[src/rtl/alu_seq_pkg.sv]
// Shared encodings for the registered ALU: group/op codes and FSM states.
// Imported by alu_seq and alu_seq_core.
package alu_seq_pkg;

  localparam logic L_ARITH = 1'b0;
  localparam logic L_LOGIC = 1'b1;

  typedef enum logic [2:0] {
    OP_INC = 3'd0,
    OP_NEG = 3'd1,
    OP_ADD = 3'd2,
    OP_SUB = 3'd3,
    OP_ADC = 3'd4,
    OP_SBC = 3'd5,
    OP_MUL = 3'd6,
    OP_RSV = 3'd7
  } arith_op_e;

  localparam logic [2:0] OP_AND = 3'd0;
  localparam logic [2:0] OP_OR  = 3'd1;
  localparam logic [2:0] OP_XOR = 3'd2;
  localparam logic [2:0] OP_NOT = 3'd3;

  typedef enum logic {
    S_IDLE = 1'b0,
    S_MUL  = 1'b1
  } state_e;

  function automatic logic is_mul(input logic l, input logic [2:0] op);
    return (l == L_ARITH) && (op == OP_MUL);
  endfunction

endpackage

[src/rtl/alu_seq_core.sv]
// Combinational adder/logic unit: a, b, l, op, cin -> r, c, v.
// MUL and reserved codes yield zero with clear flags.
module alu_seq_core
  import alu_seq_pkg::*;
#(
  parameter int WIDTH = 4
) (
  input  logic [WIDTH-1:0] a,
  input  logic [WIDTH-1:0] b,
  input  logic             l,
  input  logic [2:0]       op,
  input  logic             cin,
  output logic [WIDTH-1:0] r,
  output logic             c,
  output logic             v
);

  logic [WIDTH-1:0] x;
  logic [WIDTH-1:0] y;
  logic             ci;
  logic             use_add;
  logic [WIDTH-1:0] lr;
  logic [WIDTH:0]   sum;

  always_comb begin
    x       = '0;
    y       = '0;
    ci      = 1'b0;
    use_add = 1'b0;
    lr      = '0;
    if (l == L_ARITH) begin
      case (op)
        OP_INC: begin
          x = b; ci = 1'b1; use_add = 1'b1;
        end
        OP_NEG: begin
          y = ~b; ci = 1'b1; use_add = 1'b1;
        end
        OP_ADD: begin
          x = a; y = b; use_add = 1'b1;
        end
        OP_SUB: begin
          x = a; y = ~b; ci = 1'b1; use_add = 1'b1;
        end
        OP_ADC: begin
          x = a; y = b; ci = cin; use_add = 1'b1;
        end
        OP_SBC: begin
          x = a; y = ~b; ci = cin; use_add = 1'b1;
        end
        default: use_add = 1'b0;
      endcase
    end else begin
      case (op)
        OP_AND:  lr = a & b;
        OP_OR:   lr = a | b;
        OP_XOR:  lr = a ^ b;
        OP_NOT:  lr = ~a;
        default: lr = '0;
      endcase
    end
  end

  assign sum = {1'b0, x} + {1'b0, y} + {{WIDTH{1'b0}}, ci};

  always_comb begin
    r = lr;
    c = 1'b0;
    v = 1'b0;
    if (use_add) begin
      r = sum[WIDTH-1:0];
      c = sum[WIDTH];
      // Overflow: like-signed operands producing an opposite-signed result.
      v = (x[WIDTH-1] == y[WIDTH-1]) &&
          (sum[WIDTH-1] != x[WIDTH-1]);
    end
  end

endmodule

[src/rtl/alu_seq.sv]
// Registered ALU with valid/ready front end and a WIDTH-cycle
// shift-add multiplier; results and flags hold until the next result.
module alu_seq
  import alu_seq_pkg::*;
#(
  parameter int WIDTH = 4
) (
  input  logic             clk,
  input  logic             reset,
  input  logic             in_valid,
  output logic             in_ready,
  input  logic             l,
  input  logic [2:0]       op,
  input  logic [WIDTH-1:0] a,
  input  logic [WIDTH-1:0] b,
  output logic             out_valid,
  output logic [WIDTH-1:0] r,
  output logic             z,
  output logic             c,
  output logic             s,
  output logic             v
);

  localparam int CW = (WIDTH > 2) ? $clog2(WIDTH) : 1;

  state_e             state_q, state_d;
  logic [CW-1:0]      cnt_q, cnt_d;
  logic [2*WIDTH-1:0] mcand_q, mcand_d;
  logic [WIDTH-1:0]   mplier_q, mplier_d;
  logic [2*WIDTH-1:0] acc_q, acc_d;
  logic [WIDTH-1:0]   r_q, r_d;
  logic               z_q, z_d;
  logic               c_q, c_d;
  logic               s_q, s_d;
  logic               v_q, v_d;
  logic               ov_q, ov_d;

  logic               accept;
  logic               mul_req;
  logic [WIDTH-1:0]   core_r;
  logic               core_c;
  logic               core_v;
  logic [2*WIDTH-1:0] acc_nxt;
  logic               wr;
  logic [WIDTH-1:0]   res_r;
  logic               res_c;
  logic               res_v;

  assign accept  = in_valid & in_ready;
  assign mul_req = is_mul(l, op);

  alu_seq_core #(
    .WIDTH(WIDTH)
  ) u_core (
    .a  (a),
    .b  (b),
    .l  (l),
    .op (op),
    .cin(c_q),
    .r  (core_r),
    .c  (core_c),
    .v  (core_v)
  );

  always_ff @(posedge clk or posedge reset) begin
    if (reset) begin
      state_q  <= S_IDLE;
      cnt_q    <= '0;
      mcand_q  <= '0;
      mplier_q <= '0;
      acc_q    <= '0;
      r_q      <= '0;
      z_q      <= 1'b1;
      c_q      <= 1'b0;
      s_q      <= 1'b0;
      v_q      <= 1'b0;
      ov_q     <= 1'b0;
    end else begin
      state_q  <= state_d;
      cnt_q    <= cnt_d;
      mcand_q  <= mcand_d;
      mplier_q <= mplier_d;
      acc_q    <= acc_d;
      r_q      <= r_d;
      z_q      <= z_d;
      c_q      <= c_d;
      s_q      <= s_d;
      v_q      <= v_d;
      ov_q     <= ov_d;
    end
  end

  always_comb begin
    state_d = state_q;
    unique case (state_q)
      S_IDLE: if (accept && mul_req) state_d = S_MUL;
      S_MUL:  if (cnt_q == '0) state_d = S_IDLE;
      default: state_d = S_IDLE;
    endcase
  end

  assign acc_nxt = acc_q + (mplier_q[0] ? mcand_q : '0);

  always_comb begin
    cnt_d    = cnt_q;
    mcand_d  = mcand_q;
    mplier_d = mplier_q;
    acc_d    = acc_q;
    wr       = 1'b0;
    res_r    = '0;
    res_c    = 1'b0;
    res_v    = 1'b0;
    unique case (state_q)
      S_IDLE: begin
        if (accept && mul_req) begin
          mcand_d  = {{WIDTH{1'b0}}, a};
          mplier_d = b;
          acc_d    = '0;
          cnt_d    = CW'(WIDTH - 1);
        end else if (accept) begin
          wr    = 1'b1;
          res_r = core_r;
          res_c = core_c;
          res_v = core_v;
        end
      end
      S_MUL: begin
        acc_d    = acc_nxt;
        mcand_d  = mcand_q << 1;
        mplier_d = mplier_q >> 1;
        cnt_d    = cnt_q - CW'(1);
        if (cnt_q == '0) begin
          wr    = 1'b1;
          res_r = acc_nxt[WIDTH-1:0];
          res_c = |acc_nxt[2*WIDTH-1:WIDTH];
          res_v = |acc_nxt[2*WIDTH-1:WIDTH];
        end
      end
      default: wr = 1'b0;
    endcase
  end

  always_comb begin
    r_d  = r_q;
    z_d  = z_q;
    c_d  = c_q;
    s_d  = s_q;
    v_d  = v_q;
    ov_d = 1'b0;
    if (wr) begin
      r_d  = res_r;
      z_d  = ~|res_r;
      s_d  = res_r[WIDTH-1];
      c_d  = res_c;
      v_d  = res_v;
      ov_d = 1'b1;
    end
  end

  always_comb begin
    in_ready  = (state_q == S_IDLE);
    out_valid = ov_q;
    r         = r_q;
    z         = z_q;
    c         = c_q;
    s         = s_q;
    v         = v_q;
  end

endmodule
[config.mk]
export PLATFORM = sky130hd
export DESIGN_NAME = alu_seq
export DESIGN_NICKNAME = d
export VERILOG_FILES = /design/src/rtl/alu_seq_pkg.sv /design/src/rtl/alu_seq_core.sv /design/src/rtl/alu_seq.sv
export SDC_FILE = /design/constraint.sdc
export NUM_CORES = 1
export LEC_CHECK = 0
export ABC_AREA = 1
export BUFFER_PORTS_ARGS = -buffer_cell sky130_fd_sc_hd__clkbuf_2
export CAP_MARGIN = 15
export CORE_ASPECT_RATIO = 0.9
export CORE_MARGIN = 5
export CORE_UTILIZATION = 59
export DETAILED_ROUTE_END_ITERATION = 12
export GPL_ROUTABILITY_DRIVEN = 0
export PLACE_DENSITY_LB_ADDON = 0.12
export SLEW_MARGIN = 20
export SYNTH_ARGS = -nofsm -noshare
export SYNTH_HDL_FRONTEND = slang
export SYNTH_HIERARCHICAL = 1
export SYNTH_SLANG_ARGS = --single-unit
[constraint.sdc]
create_clock -name clk -period 2.1 [get_ports clk]
set_input_delay 0.525 -clock clk [delete_from_list [all_inputs] [get_ports clk]]
set_output_delay 0.525 -clock clk [all_outputs]
set_load 0.005 [all_outputs]
==> summary.txt <==
Status
  – Outcome: complete, but fails checks
  – Failing checks: negative setup slack

Critical path
  – Cell chain of the critical path: buf_12 > nor2_4 > nand2_2 > o21ai_2 > nand2_2 > fa_2 > inv_2 > fa_2 > nand2_1 > nand2_1 > nand2_1 > o21ai_2 > nor2_2 > nand3_1 > nand2_1
  – Slowest CP cell: fa_2
  – Crit path largest cell delay: 0.42 ns
  – CP required: 2.34 ns
  – Critical Path Sink Type: register
  – Crit. Startpoint: op[1]
  – Delay-heaviest family, CP: simple AND/OR/NAND/NOR gates
  – Critical setup path kind: in -> reg
  – Top cell by count, worst path: nand2_1
  – Buffers & Inverters on Critical Path: 2
  – Crit-path max FO: 5
  – R2r startpoint: c
  – Startpoint types: primary input
  – Worst EP arrival: between 2 and 3 ns

STA
  – Setup tns final: -0.6014 ns
  – Final Cycle Share: 1.103
  – Min Tclk post-route: 2.317 ns
  – Setup ws final: -0.2165 ns
  – Final Hold Vio Count: 0
  – Unrepaired setup endpoints after global routing: true
  – Slew headroom: 0.7365
  – Clk_skew: 0.005832 ns
  – Slew @ Worst Pin: approximately 0.4 ns
  – F_max: 431.7 MHz
  – Setup violators final: 5
  – Max-slew violation count: 0

Place
  – Dpl hpwl: 4.534 mm
  – Post-Place Cell Area: 2808 sq um
  – Pre-CTS WS: -0.5399 ns
  – Port Buffers: 24

Global routing
  – Gr usage total: 0.2386
  – Initial antenna violation count: 0
  – Grt total ovfl: 0
  – Global-route wire length before repair: 10.33 mm
  – Largest net degree at the start of global routing: 32
  – Vias in the first global route: 2303

CTS
  – Worst-path clk slew: about 0.07 ns
  – Clk buf depth: 2
  – CTS H-tree lvls: 2
  – TritonCTS Buffers: 5
  – Post-CTS Hold Buffers: 0
  – CTS tree: built
  – CTS Sinks: 31
  – Worst skew pair latency: 0.29 ns
  – Root Buffer: clkbuf_8

Synth
  – Yosys warns: 6
  – Mapped Area: 2387 sq um
  – Number of synthesized flops with an enable pin: 0
  – #FFs+latches synth: 31
  – Cells after Synth: 340
  – Top_reg_cell synth: dfrtp_1
  – Ys async rst share: 1.000
  – Synth cell types: 34
  – Avg Synthesized Cell Area: 7.021 sq um
  – Sequential fraction of the synthesis area: 0.3255
  – Syn_nets: 377

Worst hold path
  – Worst hold path type: in -> async

Floorplanning
  – Die area: 5420 sq um
  – Core area: between 3000 and 4000 sq um
  – I/O pin count: 25
  – Initial Utilization: 0.5981
  – Die Height: roughly 70 um
  – Num rows: 22
  – Die W: 77.05 um

Route
  – Antenna viol nets, final: 0
  – Routed WL: 6.646 mm
  – DR pass1 iterations: 4
  – Vias per cell: 5.325
  – Vias: 2439
  – Routed len/inst: 14.51 um
  – DRT iter0 DRCs: 185
  – DRC: 0

Layout
  – Ant diodes: 0
  – Register area: 777.0 sq um
  – Most common cell after layout, fill and taps aside: nand2_1
  – Combined area of the multi-input logic cells: 1498 sq um
  – Synth-to-layout area growth: 32.39%
  – Layout cells sized above 1: 0.3000
  – Commonest non-fill, non-tap cells in the layout: nand2_1, inv_1, buf_4, dfrtp_1, clkbuf_2
  – Layout net count: 446
  – Final instance area: approximately 3200 sq um
  – Fill count: 299

Flow run
  – Max-cap violations: 0

Pwr
  – Leak pwr: 1.838 nW
  – PwrDens: 870.6 nW/um^2
  – VDD IR max: ~0.00047 V
[final timing paths]
kind | end | cells after the start | slack (ns)
setup reg to reg | z | 14 | 0.06
setup / recovery | z | 15 | -0.22
hold reg to reg | mplier_q[3] | 2 | 0.48
min in group clk | mplier_q[3] | 2 | 0.48
max in group asynchronous | z | 3 | 1.50
hold / removal | v | 3 | 0.28
[flip-flops by register name, indices dropped and copies added, names as in the netlist]
| name | flops |
|---|---|
| state_q | 1 |
| mplier_q | 4 |
| r | 4 |
| cnt_q | 2 |
| mcand_q | 8 |
| c | 1 |
| out_valid | 1 |
| acc_q | 8 |
| v | 1 |
| z | 1 |
[cell type report]
type                       instances  share of cell area
sequential                        31              0.2458
timing repair buffer              67              0.1540
inverter                          59             0.07561
clock buffer                       8             0.03167
tap                               48             0.01900
multi-input combinational        245              0.4739
[power by group]
| part | switching (mW) | leakage (nW) | total [mW] | internal [mW] |
|---|---|---|---|---|
| clock | 0.230 | 0.0515 | 0.529 | 0.299 |
| sequential | 0.140 | 0.406 | 0.959 | 0.819 |
| combinational | 0.744 | 1.38 | 1.26 | 0.519 |
[kinds of logic (layout without fill, tap and decap cells)]
| kind of cell | Yosys count | after routing | share of synthesized area |
|---|---|---|---|
| AO/OA/AOI/OAI | 45 | 45 | 0.1153 |
| XOR/XNOR | 2 | 2 | 0.007339 |
| adder cells (fa/ha/maj) | 22 | 22 | 0.1247 |
| buffers and inverters | 64 | 134 | 0.1101 |
| flip-flops | 31 | 31 | 0.3255 |
| AND/OR/NAND/NOR | 176 | 176 | 0.3171 |
[layer usage]
layer / global-route usage / routed length, um / up-vias
met5: 0 / 0 / -
met4: 0.1050 / 272 / 0
met3: 0.05670 / 272 / 27
met2: 0.4062 / 3346 / 61
met1: 0.2849 / 2754 / 1134
li1: - / - / 1217
[metrics by stage]
stage | util | power, mW | std cells | hold slack (ns)
floorplan | - | 1.779 | 340 | 0.4417
global placement | 0.7034 | 2.106 | 440 | 0.4543
detailed placement | 0.7034 | 2.140 | 440 | 0.4624
CTS | 0.7558 | 2.697 | 454 | 0.2965
global route | 0.7919 | 2.984 | 458 | 0.3220
finish | 0.7919 | 2.752 | 458 | 0.2830
[synthesized netlist by cell type, types with 2 or more instances]
cell type | instances | area share
nand2_1 | 124 | 0.19
inv_1 | 53 | 0.083
dfrtp_1 | 30 | 0.31
nand3_1 | 23 | 0.048
ha_1 | 19 | 0.10
nor2_1 | 16 | 0.025
o21ai_0 | 14 | 0.029
a21oi_1 | 12 | 0.025
a22o_1 | 8 | 0.029
inv_2 | 5 | 0.0079
fa_1 | 3 | 0.025
nor2_2 | 3 | 0.0079
o22ai_1 | 3 | 0.0079
a22oi_1 | 2 | 0.0063
buf_6 | 2 | 0.0094
nand4_1 | 2 | 0.0052
nor3_1 | 2 | 0.0042
o211ai_1 | 2 | 0.0063
o21ai_1 | 2 | 0.0042
[tightest hold or removal path, delay by kind of cell]
family                 cells  cell delay, ns
buffers and inverters      3            0.47
[repair_timing]
action | 4_1_cts | 5_1_grt
gates resized for setup | 14 | 32
setup endpoints to repair | 7 | 7
buffers inserted | 6 | 4
hold endpoints to repair | 0 | 0
pin swaps | 8 | 20
Note: power is estimated with default switching activity, not from simulation.
